<file path="src/rtl/pc_sequencer_pkg.sv">
// Shared types and constants for the Thumb fetch/decode/execute sequencer.
// Imported by the sequencer, its condition evaluator and its bus interface.
package seq_pkg;

    typedef enum logic [2:0] {
        ST_FETCH  = 3'd0,
        ST_DECODE = 3'd1,
        ST_EXEC   = 3'd2,
        ST_MEM    = 3'd3,
        ST_HALT   = 3'd4
    } seq_state_t;

    localparam logic [4:0] UOP_STR   = 5'd9;
    localparam logic [4:0] UOP_LDR   = 5'd10;

    localparam logic [3:0] COND_EQ   = 4'h0;
    localparam logic [3:0] COND_NE   = 4'h1;
    localparam logic [3:0] COND_CS   = 4'h2;
    localparam logic [3:0] COND_CC   = 4'h3;
    localparam logic [3:0] COND_MI   = 4'h4;
    localparam logic [3:0] COND_PL   = 4'h5;
    localparam logic [3:0] COND_VS   = 4'h6;
    localparam logic [3:0] COND_VC   = 4'h7;
    localparam logic [3:0] COND_HI   = 4'h8;
    localparam logic [3:0] COND_LS   = 4'h9;
    localparam logic [3:0] COND_GE   = 4'hA;
    localparam logic [3:0] COND_LT   = 4'hB;
    localparam logic [3:0] COND_GT   = 4'hC;
    localparam logic [3:0] COND_LE   = 4'hD;
    localparam logic [3:0] COND_AL   = 4'hE;
    localparam logic [3:0] COND_NONE = 4'hF;

    function automatic logic is_mem_uop(input logic [4:0] uop);
        return (uop == UOP_STR) || (uop == UOP_LDR);
    endfunction

endpackage

</file>
<file path="src/rtl/pc_sequencer_if.sv">
// Bus bundle between the sequencer and imem/decoder/datapath.
// master = sequencer side, slave = the surrounding core (or a bench).
interface pc_sequencer_if
    import seq_pkg::*;
#(
    parameter int ADDR_W = 32
);
    // Fetch: imem_req is high for every FETCH cycle; the cycle imem_ready is
    // seen with imem_req high transfers imem_rdata. Data side: dmem_req holds
    // until dmem_ready; that same cycle completes the access. Readies seen
    // while the matching request is low are ignored.
    logic              imem_req;
    logic              imem_ready;
    logic [15:0]       imem_rdata;
    logic [ADDR_W-1:0] pc;
    logic [15:0]       instr_q;
    logic [4:0]        uop;
    logic [3:0]        branch_cond;
    logic [31:0]       num;
    logic              explose;
    logic [3:0]        nzcv;
    logic              exec_en;
    logic              dmem_req;
    logic              dmem_ready;
    logic              branch_taken;
    logic              halted;
    seq_state_t        dbg_state;

    modport master (
        output imem_req, pc, instr_q, exec_en, dmem_req, branch_taken, halted, dbg_state,
        input  imem_ready, imem_rdata, uop, branch_cond, num, explose, nzcv, dmem_ready
    );

    modport slave (
        input  imem_req, pc, instr_q, exec_en, dmem_req, branch_taken, halted, dbg_state,
        output imem_ready, imem_rdata, uop, branch_cond, num, explose, nzcv, dmem_ready
    );

endinterface

</file>
<file path="src/rtl/pc_sequencer_cond_eval.sv">
// ARM condition-code evaluator: decides whether cond passes for flags {N,Z,C,V}.
// AL always passes; the "not a branch" code never does.
module cond_eval
    import seq_pkg::*;
(
    input  logic [3:0] i_cond,
    input  logic [3:0] i_nzcv,
    output logic       o_pass
);
    logic w_n, w_z, w_c, w_v;

    assign w_n = i_nzcv[3];
    assign w_z = i_nzcv[2];
    assign w_c = i_nzcv[1];
    assign w_v = i_nzcv[0];

    always_comb begin
        o_pass = 1'b0;
        case (i_cond)
            COND_EQ: o_pass = w_z;
            COND_NE: o_pass = !w_z;
            COND_CS: o_pass = w_c;
            COND_CC: o_pass = !w_c;
            COND_MI: o_pass = w_n;
            COND_PL: o_pass = !w_n;
            COND_VS: o_pass = w_v;
            COND_VC: o_pass = !w_v;
            COND_HI: o_pass = w_c && !w_z;
            COND_LS: o_pass = !w_c || w_z;
            COND_GE: o_pass = (w_n == w_v);
            COND_LT: o_pass = (w_n != w_v);
            COND_GT: o_pass = !w_z && (w_n == w_v);
            COND_LE: o_pass = w_z || (w_n != w_v);
            COND_AL: o_pass = 1'b1;
            default: o_pass = 1'b0;
        endcase
    end

endmodule

</file>
<file path="src/rtl/pc_sequencer.sv">
// Multi-cycle FETCH/DECODE/EXEC/MEM sequencer owning the Thumb PC and branch resolution.
// Define SEQ_PERF_EN to add the perf_retired / perf_taken event counters.
module pc_sequencer
    import seq_pkg::*;
#(
    parameter int                ADDR_W   = 32,
    parameter logic [ADDR_W-1:0] RESET_PC = '0
) (
    input  logic                 clk,
    input  logic                 reset,
    pc_sequencer_if.master       bus
`ifdef SEQ_PERF_EN
    ,
    output logic [31:0]          perf_retired,
    output logic [31:0]          perf_taken
`endif
);
    seq_state_t        r_state;
    logic [ADDR_W-1:0] r_pc;
    logic [15:0]       r_instr;
    logic              r_halted;

    logic              w_cond_pass;
    logic              w_taken;
    logic              w_exec_en;
    logic [ADDR_W-1:0] w_off;
    logic [ADDR_W-1:0] w_pc_seq;
    logic [ADDR_W-1:0] w_pc_br;
    logic              w_unused_num;

    cond_eval u_cond_eval (
        .i_cond (bus.branch_cond),
        .i_nzcv (bus.nzcv),
        .o_pass (w_cond_pass)
    );

    // Unconditional branches carry an 11-bit halfword offset, conditional ones 8 bits.
    always_comb begin
        w_off = '0;
        if (bus.branch_cond == COND_AL)
            w_off = {{(ADDR_W-12){bus.num[10]}}, bus.num[10:0], 1'b0};
        else
            w_off = {{(ADDR_W-9){bus.num[7]}}, bus.num[7:0], 1'b0};
    end

    assign w_pc_seq     = r_pc + ADDR_W'(2);
    assign w_pc_br      = r_pc + ADDR_W'(4) + w_off;
    assign w_taken      = (r_state == ST_EXEC) && (bus.branch_cond != COND_NONE) && w_cond_pass;
    assign w_exec_en    = (r_state == ST_EXEC) || ((r_state == ST_MEM) && bus.dmem_ready);
    assign w_unused_num = ^bus.num[31:11];

    always_ff @(posedge clk or posedge reset) begin
        if (reset) begin
            r_state  <= ST_FETCH;
            r_pc     <= RESET_PC;
            r_instr  <= 16'h0000;
            r_halted <= 1'b0;
        end else begin
            case (r_state)
                ST_FETCH: begin
                    if (bus.imem_ready) begin
                        r_instr <= bus.imem_rdata;
                        r_state <= ST_DECODE;
                    end
                end
                ST_DECODE: begin
                    if (bus.explose) begin
                        r_halted <= 1'b1;
                        r_state  <= ST_HALT;
                    end else if (is_mem_uop(bus.uop)) begin
                        r_state  <= ST_MEM;
                    end else begin
                        r_state  <= ST_EXEC;
                    end
                end
                ST_EXEC: begin
                    r_pc    <= w_taken ? w_pc_br : w_pc_seq;
                    r_state <= ST_FETCH;
                end
                ST_MEM: begin
                    if (bus.dmem_ready) begin
                        r_pc    <= w_pc_seq;
                        r_state <= ST_FETCH;
                    end
                end
                ST_HALT: begin
                    r_state <= ST_HALT;
                end
                default: begin
                    r_state <= ST_FETCH;
                end
            endcase
        end
    end

    // Request strobes decode straight from state so an async reset drops them at once.
    assign bus.imem_req     = (r_state == ST_FETCH);
    assign bus.dmem_req     = (r_state == ST_MEM);
    assign bus.exec_en      = w_exec_en;
    assign bus.branch_taken = w_taken;
    assign bus.pc           = r_pc;
    assign bus.instr_q      = r_instr;
    assign bus.halted       = r_halted;
    assign bus.dbg_state    = r_state;

`ifdef SEQ_PERF_EN
    logic [31:0] r_perf_retired;
    logic [31:0] r_perf_taken;

    // No strobes fire in HALT, so both counters freeze there without extra gating.
    always_ff @(posedge clk or posedge reset) begin
        if (reset) begin
            r_perf_retired <= '0;
            r_perf_taken   <= '0;
        end else begin
            if (w_exec_en)
                r_perf_retired <= r_perf_retired + 32'd1;
            if (w_taken)
                r_perf_taken   <= r_perf_taken + 32'd1;
        end
    end

    assign perf_retired = r_perf_retired;
    assign perf_taken   = r_perf_taken;
`endif

endmodule

</file>
<file path="src/flat_wrapper.sv">
// flat-port wrapper written by rule: the top's interface ports become plain ports
module pc_sequencer_flat import seq_pkg::*;
#(
    parameter int                ADDR_W   = 32,
    parameter logic [ADDR_W-1:0] RESET_PC = '0
)
  (clk, reset, bus_imem_req, bus_pc, bus_instr_q, bus_exec_en, bus_dmem_req, bus_branch_taken, bus_halted, bus_dbg_state, bus_imem_ready, bus_imem_rdata, bus_uop, bus_branch_cond, bus_num, bus_explose, bus_nzcv, bus_dmem_ready);
  pc_sequencer_if #(.ADDR_W(ADDR_W)) bus_i ();
  input  logic clk;
  input  logic reset;
  output wire logic [$bits(bus_i.imem_req)-1:0] bus_imem_req;
  output wire logic [$bits(bus_i.pc)-1:0] bus_pc;
  output wire logic [$bits(bus_i.instr_q)-1:0] bus_instr_q;
  output wire logic [$bits(bus_i.exec_en)-1:0] bus_exec_en;
  output wire logic [$bits(bus_i.dmem_req)-1:0] bus_dmem_req;
  output wire logic [$bits(bus_i.branch_taken)-1:0] bus_branch_taken;
  output wire logic [$bits(bus_i.halted)-1:0] bus_halted;
  output wire logic [$bits(bus_i.dbg_state)-1:0] bus_dbg_state;
  input wire logic [$bits(bus_i.imem_ready)-1:0] bus_imem_ready;
  input wire logic [$bits(bus_i.imem_rdata)-1:0] bus_imem_rdata;
  input wire logic [$bits(bus_i.uop)-1:0] bus_uop;
  input wire logic [$bits(bus_i.branch_cond)-1:0] bus_branch_cond;
  input wire logic [$bits(bus_i.num)-1:0] bus_num;
  input wire logic [$bits(bus_i.explose)-1:0] bus_explose;
  input wire logic [$bits(bus_i.nzcv)-1:0] bus_nzcv;
  input wire logic [$bits(bus_i.dmem_ready)-1:0] bus_dmem_ready;
  assign bus_imem_req = bus_i.imem_req;
  assign bus_pc = bus_i.pc;
  assign bus_instr_q = bus_i.instr_q;
  assign bus_exec_en = bus_i.exec_en;
  assign bus_dmem_req = bus_i.dmem_req;
  assign bus_branch_taken = bus_i.branch_taken;
  assign bus_halted = bus_i.halted;
  assign bus_dbg_state = bus_i.dbg_state;
  assign bus_i.imem_ready = bus_imem_ready;
  assign bus_i.imem_rdata = bus_imem_rdata;
  assign bus_i.uop = bus_uop;
  assign bus_i.branch_cond = bus_branch_cond;
  assign bus_i.num = bus_num;
  assign bus_i.explose = bus_explose;
  assign bus_i.nzcv = bus_nzcv;
  assign bus_i.dmem_ready = bus_dmem_ready;
  pc_sequencer #(.ADDR_W(ADDR_W), .RESET_PC(RESET_PC)) u_core (.clk(clk), .reset(reset), .bus(bus_i));
endmodule
</file>
<file path="config.mk">
export PLATFORM = sky130hd
export DESIGN_NAME = pc_sequencer_flat
export DESIGN_NICKNAME = d
export VERILOG_FILES = /design/src/rtl/pc_sequencer_pkg.sv /design/src/rtl/pc_sequencer_if.sv /design/src/rtl/pc_sequencer_cond_eval.sv /design/src/rtl/pc_sequencer.sv /design/src/flat_wrapper.sv
export SDC_FILE = /design/constraint.sdc
export NUM_CORES = 1
export LEC_CHECK = 0
export ABC_CLOCK_PERIOD_IN_PS = 6300
export CORE_MARGIN = 10
export CORE_UTILIZATION = 45
export DETAILED_ROUTE_END_ITERATION = 6
export GPL_TIMING_DRIVEN = 0
export PLACE_DENSITY = 0.85
export SYNTH_ARGS = -nofsm -noshare
export SYNTH_HDL_FRONTEND = slang
export SYNTH_SLANG_ARGS = --single-unit
</file>
<file path="constraint.sdc">
create_clock -name clk -period 6.3 [get_ports clk]
set_input_delay 0.945 -clock clk [delete_from_list [all_inputs] [get_ports clk]]
set_output_delay 0.945 -clock clk [all_outputs]
set_load 0.005 [all_outputs]
</file>
==> flow_metrics.py, run 1 <==
metrics = {
    "synth": {
        "synth.most_common_cell": "ha_1",
        "synth-warning-count": 0,
        "synth_top_area_share_pct": 26.3,
        "synthFlopType": "dfrtp_1",
        "netlist_top_cells_count": "ha_1 (60), a21oi_1 (59), nand2_1 (52)",
        "netlist_area_um2": 4860,
        "syn_nets": 690,
        "synthCells": 563,
        "yosys_register_bits": 51,
        "yosys-top-cells-area": "dfrtp_1 (26%), ha_1 (15%), a21oi_1 (6.1%)",
        "ys_types": 80,
        "ys_seq_area_share_pct": 26.3,
        "async_reset_ff_share_pct": 100,
        "synth_edf_count": 0,
        "yosysTopAreaCell": "dfrtp_1",
        "synth_area_per_cell_um2": 8.63,
    },
    "clock_network": {
        "tritoncts": "yes",
        "clock_latency_ns": 0.31,
        "htreeDepth": 2,
        "post-cts-setup-buffers": 0,
        "cts.repair.resized": 0,
        "cts-buffers-inserted": 5,
        "cts_max_path_buffers": 2,
        "ctsHoldBuffers": 0,
        "cts.reportedPaths.clkPinSlew_ns": 0.09,
        "numClockSinks": 51,
        "cts_root_buf": "clkbuf_8",
    },
    "setup_path": {
        "path_cells": "clkdlybuf4s50_1 > nand4b_1 > mux2i_1 > inv_1 > ha_1 > ha_1 > nand2_1 > a21boi_1 > o22ai_4 > o41ai_2 > a41o_1 > mux2_4 > o211ai_2",
        "r2r_cells": 13,
        "path_class": "input pin to register",
        "end_kind": "register",
        "cpMostUsedCell": "ha_1",
        "cp.required_ns": 6.53,
        "cpLargestDelayFamily": "compound AO/OA/AOI/OAI gates",
        "crit_end": "u_core.bus.pc[30]$_DFFE_PP0P_",
        "r2r_slack_ns": 3.03,
        "path_buf_inv": 2,
        "crit_slowest_cell": "clkdlybuf4s50_1",
        "timing.rr.start": "u_core.bus.pc[2]$_DFFE_PP0P_",
        "timing.rr.end": "u_core.bus.pc[30]$_DFFE_PP0P_",
        "startpoint_type": "input pin",
        "slowest_delay_ns": 0.57,
        "crit_start": "bus_branch_cond[2]",
        "cp_num_cells": 13,
        "cp_max_fo": 20,
        "worstPathArrival_ns": 5.33,
    },
    "global_route": {
        "grt_util_all_layers_pct": 18.7,
        "grt_max_degree": 35,
        "grt_pass1_vias": 4833,
        "grt.met2_usage_pct": 33.2,
        "grtUsageMet3_pct": 3.03,
        "busiest_layer": "met2",
        "grt-ovfl-total": 0,
        "antenna_found_initial": 0,
        "use_met1_pct": 23.2,
        "grt_pass1_wl_um": 23700,
    },
    "status": {
        "status": "finished, final reports clean",
    },
    "place": {
        "dp_slack_ns": 0.970,
        "hpwl_um": 11700,
        "routabilityCongestion": 0.901,
        "dp_cells": 799,
        "io_buffers": 99,
    },
    "power": {
        "power_leakage_nw": 2.67,
        "powerDensity_nw_per_um2": 376,
        "ir_drop_mv": 0.172,
        "p_total_w": 0.00232,
    },
    "detailed_routing": {
        "drc_errors": 0,
        "wl_per_cell_um": 18.1,
        "ant_nets": 0,
        "vias_per_cell": 5.97,
        "firstDrtPassIters": 5,
        "drt-total-wl_um": 14600,
        "drt_iter0_drc": 403,
        "dr_total_vias": 4820,
    },
    "sta": {
        "period_share_pct": 80.9,
        "timing.hold.ws_ns": 0.481,
        "final.min_clock_period_ns": 5.10,
        "grt_setup_unrepaired": "false",
        "max-slew-margin-rel_pct": 46.6,
        "final_hold_viol_count": 0,
        "finalSetupTns_ns": 0,
        "worst_pin_slew_ns": 0.801,
        "finalWorstSetupSlack_ns": 1.20,
        "drv_slew": 0,
        "fmax_ghz": 0.196,
        "finalSetupViolCount": 0,
        "fin_skew_ns": 0.0102,
    },
    "final_layout": {
        "fin_nets": 797,
        "antenna_cells": 0,
        "area_growth_pct": 27.0,
        "final_cells": 807,
        "layout-drive-gt1-share_pct": 10.1,
    },
    "floorplanning": {
        "initial_utilization_pct": 46.6,
        "ios": 122,
        "num_rows": 37,
        "dieArea_um2": 15300,
        "die_width_um": 124,
        "core_area_um2": 10400,
        "die_h_um": 124,
    },
    "hold_path": {
        "hp-class": "register to register",
    },
    "flow_run": {
        "max-cap-violations": 0,
    },
}
## metal layers
| layer | vias up | part of all wire, % |
|---|---|---|
| li1 | 2301 | - |
| met1 | 2280 | 43 |
| met2 | 215 | 48 |
| met3 | 24 | 7.2 |
| met4 | 0 | 1.6 |
| met5 | - | 0 |
## state kept, by name (all words and copies together), names as in the netlist
register and cells:
u_core.bus.instr_q 16, u_core.bus.halted 1, u_core.bus.pc 31, u_core.bus.dbg_state 3
## power breakdown
| part | switching [W] | total, W | internal (W) |
|---|---|---|---|
| sequential | 0.000149 | 0.000601 | 0.000452 |
| clock | 0.000112 | 0.000271 | 0.000159 |
| combinational | 0.000731 | 0.00145 | 0.000715 |
| total | 0.000993 | 0.00232 | 0.00133 |
## how the worst min path moves through the flow
stage | from | to | slack, ns | cells after the start
finish | u_core.bus.halted$_DFFE_PP0P_ | u_core.bus.halted$_DFFE_PP0P_ | 0.48 | 1
global placement | u_core.bus.halted$_DFFE_PP0P_ | u_core.bus.halted$_DFFE_PP0P_ | 0.44 | 1
detailed placement | u_core.bus.halted$_DFFE_PP0P_ | u_core.bus.halted$_DFFE_PP0P_ | 0.47 | 1
floorplan | u_core.bus.halted$_DFFE_PP0P_ | u_core.bus.halted$_DFFE_PP0P_ | 0.45 | 1
CTS | u_core.bus.halted$_DFFE_PP0P_ | u_core.bus.halted$_DFFE_PP0P_ | 0.49 | 1
global route | u_core.bus.halted$_DFFE_PP0P_ | u_core.bus.halted$_DFFE_PP0P_ | 0.52 | 1
## metrics by stage
step	instance area, µm²	util (%)
2_1_floorplan	4860	-
3_3_place_gp	6020	57.8
3_5_place_dp	6040	58.0
4_1_cts	6170	59.2
5_1_grt	6170	59.2
6_report	6170	59.2
## placed cells by master, fill, tap and decap left out, types with 4 or more instances in the layout
master | synthesis | routed
a21o_1 | 11 | 11
a31oi_1 | 9 | 9
nor2_1 | 40 | 40
nand2_1 | 52 | 52
mux2i_1 | 5 | 5
and3_1 | 10 | 10
o22ai_1 | 6 | 6
clkbuf_8 | 0 | 5
o21ai_1 | 6 | 6
mux2_2 | 18 | 18
buf_6 | 4 | 4
ha_1 | 60 | 60
nand4_1 | 10 | 10
and2_1 | 6 | 6
or3_1 | 7 | 7
buf_2 | 7 | 7
a21oi_1 | 59 | 59
dfrtp_1 | 51 | 51
xnor2_1 | 14 | 14
nor3_1 | 10 | 10
xor2_1 | 11 | 11
inv_1 | 16 | 15
clkbuf_1 | 10 | 11
clkdlybuf4s50_1 | 0 | 99
nand2b_1 | 6 | 6
nor2b_1 | 6 | 6
o21ai_0 | 34 | 34
nand3_1 | 19 | 19
## cells by family after synthesis
| family | count (synthesis) | synth area share, % |
|---|---|---|
| xor+xnor | 25 | 4.51 |
| fa+ha+maj | 61 | 15.9 |
| other cells | 1 | 0.0772 |
| compound gates | 174 | 23.8 |
| flops | 51 | 26.3 |
| mux | 26 | 6.21 |
| buf+inv | 40 | 4.04 |
| simple gates | 185 | 19.2 |
## final cells by class
class | count | area, µm²
inverters | 17 | 63.8
clock buffers | 6 | 72.6
well taps | 136 | 170
plain buffers | 23 | 133
multi-input cells | 472 | 3380
repair buffers | 100 | 1010
clock inverters | 2 | 60.1
fillers | 909 | 4250
flip-flops and latches | 51 | 1280
## worst register-to-register path: cells and delay by family (launching register included)
| family | cells | cell delay (ns) |
|---|---|---|
| AO/OA/AOI/OAI | 6 | 1.38 |
| adder cells (fa/ha/maj) | 3 | 0.89 |
| buffers and inverters | 2 | 0.10 |
| flip-flops | 1 | 0.43 |
| multiplexers | 1 | 0.31 |
| AND/OR/NAND/NOR | 1 | 0.10 |
Power figures use the tool's default switching activity.
==> inputs of run 2 (changes only) <==
--- a/config.mk
+++ b/config.mk
@@ -5,12 +5,12 @@
 export SDC_FILE = /design/constraint.sdc
 export NUM_CORES = 1
 export LEC_CHECK = 0
-export ABC_CLOCK_PERIOD_IN_PS = 6300
+export ABC_CLOCK_PERIOD_IN_PS = 4200
 export CORE_MARGIN = 10
 export CORE_UTILIZATION = 45
 export DETAILED_ROUTE_END_ITERATION = 6
 export GPL_TIMING_DRIVEN = 0
-export PLACE_DENSITY = 0.85
+export PLACE_DENSITY = 0.88
 export SYNTH_ARGS = -nofsm -noshare
 export SYNTH_HDL_FRONTEND = slang
 export SYNTH_SLANG_ARGS = --single-unit
==> constraint.sdc (replaced) <==
create_clock -name clk -period 4.2 [get_ports clk]
set_input_delay 0.63 -clock clk [delete_from_list [all_inputs] [get_ports clk]]
set_output_delay 0.63 -clock clk [all_outputs]
set_load 0.005 [all_outputs]
==> flow_metrics.py, run 2 (synthesis gave the netlist of run 1 again) <==
metrics = {
    "global_route": {
        "grt_pass1_wl_um": 24500,
        "grt_pass1_vias": 5019,
        "grt_util_all_layers_pct": 19.4,
        "antenna_found_initial": 0,
        "grt_max_degree": 41,
        "grt-ovfl-total": 0,
    },
    "detailed_routing": {
        "wl_met1_um": 6130,
        "wl_per_cell_um": 18.7,
        "drt_iter0_drc": 499,
        "dr_total_vias": 4974,
        "vias_per_cell": 6.09,
        "drt-total-wl_um": 15200,
        "wl_met2_um": 7370,
        "firstDrtPassIters": 5,
        "wl_met3_um": 1430,
        "route.top_layer_used": "met4",
        "drc_errors": 0,
        "ant_nets": 0,
    },
    "final_layout": {
        "stdcell_area_um2": 6330,
        "seq_area_um2": 1280,
        "final_common_cell": "clkdlybuf4s50_1",
        "layout-drive-gt1-share_pct": 14.2,
        "area_growth_pct": 30.3,
        "final_util_pct": 60.7,
        "largest_reg_flops": 31,
        "final_cells": 817,
        "multi_input_area_um2": 3490,
        "final_cell_mix": "clkdlybuf4s50_1 (97), ha_1 (57), a21oi_1 (54), nand2_1 (51), dfrtp_1 (51)",
        "fin_nets": 807,
        "antenna_cells": 0,
        "n_fill_cell": 885,
    },
    "clock_network": {
        "cts-buffers-inserted": 5,
        "cts.reportedPaths.clkPinSlew_ns": 0.10,
        "tritoncts": "yes",
        "numClockSinks": 51,
        "cts_max_path_buffers": 2,
        "htreeDepth": 2,
        "cts_root_buf": "clkbuf_8",
        "clock_latency_ns": 0.31,
        "ctsHoldBuffers": 0,
    },
    "sta": {
        "fmax_ghz": 0.244,
        "timing.hold.ws_ns": 0.476,
        "final_hold_viol_count": 0,
        "drv_slew": 0,
        "fin_skew_ns": 0.00808,
        "finalWorstSetupSlack_ns": 0.0974,
        "final.min_clock_period_ns": 4.10,
        "worst_pin_slew_ns": 0.787,
        "period_share_pct": 97.7,
        "max-slew-margin-rel_pct": 47.1,
        "finalSetupViolCount": 0,
    },
    "setup_path": {
        "startpoint_type": "input pin",
        "cp.required_ns": 4.44,
        "path_class": "input pin to register",
        "worstPathArrival_ns": 4.35,
        "end_kind": "register",
        "cp_max_fo": 10,
    },
    "floorplanning": {
        "core_area_um2": 10400,
        "num_rows": 37,
        "initial_utilization_pct": 46.6,
        "dieArea_um2": 15300,
        "die_width_um": 124,
        "die_h_um": 124,
        "ios": 122,
    },
    "power": {
        "powerDensity_nw_per_um2": 546,
        "clkPwrFrac_pct": 8.5,
        "ir_drop_mv": 0.276,
        "switching_share_pct": 44.7,
        "power_leakage_nw": 2.74,
        "p_int_w": 0.00191,
        "pwr-share-comb_pct": 65.4,
        "switchingPower_w": 0.00155,
        "seq_power_share_pct": 26.0,
    },
    "place": {
        "routabilityCongestion": 0.931,
        "dp_cells": 799,
        "io_buffers": 99,
        "post_dp_cell_area_um2": 6040,
        "hpwl_um": 11700,
        "dp_slack_ns": -0.828,
    },
    "flow_run": {
        "max-cap-violations": 0,
    },
    "hold_path": {
        "hp-class": "register to register",
    },
    "status": {
        "status": "finished, final reports clean",
    },
}
## run 2: what timing repair did
action / CTS / global route
cloned: 1 / 0
setup endpoints to repair: 12 / 10
pin swaps: 2 / 5
gates resized for setup: 9 / 18
setup buffers: 3 / 7
## run 2: path summary, 6_finish.rpt
kind,startpoint,to,slack [ns],cells after the start
max in group asynchronous,reset,u_core.bus.pc[6]$_DFFE_PP0P_,3.12,3
min,u_core.bus.halted$_DFFE_PP0P_,u_core.bus.halted$_DFFE_PP0P_,0.48,1
max,bus_branch_cond[0],u_core.bus.pc[30]$_DFFE_PP0P_,0.1,15
min reg2reg,u_core.bus.halted$_DFFE_PP0P_,u_core.bus.halted$_DFFE_PP0P_,0.48,1
max reg2reg,u_core.bus.pc[2]$_DFFE_PP0P_,u_core.bus.pc[30]$_DFFE_PP0P_,0.89,13
min in group asynchronous,reset,u_core.bus.instr_q[4]$_DFFE_PP0P_,0.57,2
## run 2: cell type report
type | count | area share, %
buffer | 22 | 2.06
timing repair buffer | 110 | 17.4
inverter | 17 | 1.07
sequential | 51 | 20.2
tap | 136 | 2.69
clock inverter | 3 | 0.316
multi-input combinational | 472 | 55.1
clock buffer | 5 | 1.09
timing repair inverter | 1 | 0.119
## run 2: stage by stage
| step | power [W] | setup TNS, ns |
|---|---|---|
| 2_1_floorplan | 0.00221 | 0 |
| 3_5_place_dp | 0.00307 | -7.98 |
| 6_report | 0.00346 | 0 |
| 3_3_place_gp | 0.00297 | -6.33 |
| 4_1_cts | 0.00339 | 0 |
| 5_1_grt | 0.00373 | -0.0106 |
## run 2: power groups by stage
stage | combinational, W | clock, W | sequential [W]
after floorplan | 0.00134 | 0 | 0.000869
after global placement | 0.00209 | 0 | 0.000888
after detailed placement | 0.00217 | 0 | 0.000905
after CTS | 0.00220 | 0.000294 | 0.000895
after global routing | 0.00249 | 0.000316 | 0.000929
final | 0.00226 | 0.000294 | 0.000900
## run 2: worst max-delay path, stage by stage
cell and delay [ns]:
clkdlybuf4s50_1 0.50, nand4b_1 0.21, mux2i_4 0.37, clkinvlp_4 0.12, buf_4 0.19, ha_1 0.29
ha_1 0.36, a21oi_2 0.17, o21ai_1 0.12, a221o_1 0.32, a21oi_2 0.19, o41ai_4 0.14
a41o_1 0.30, mux2_4 0.31, o211ai_2 0.13
## run 2: layer usage
metal  up-vias  track usage, %
met1      2387            22.9
met5         -               0
met2       237            34.7
li1       2318               -
met3        32            4.12
met4         0            5.83
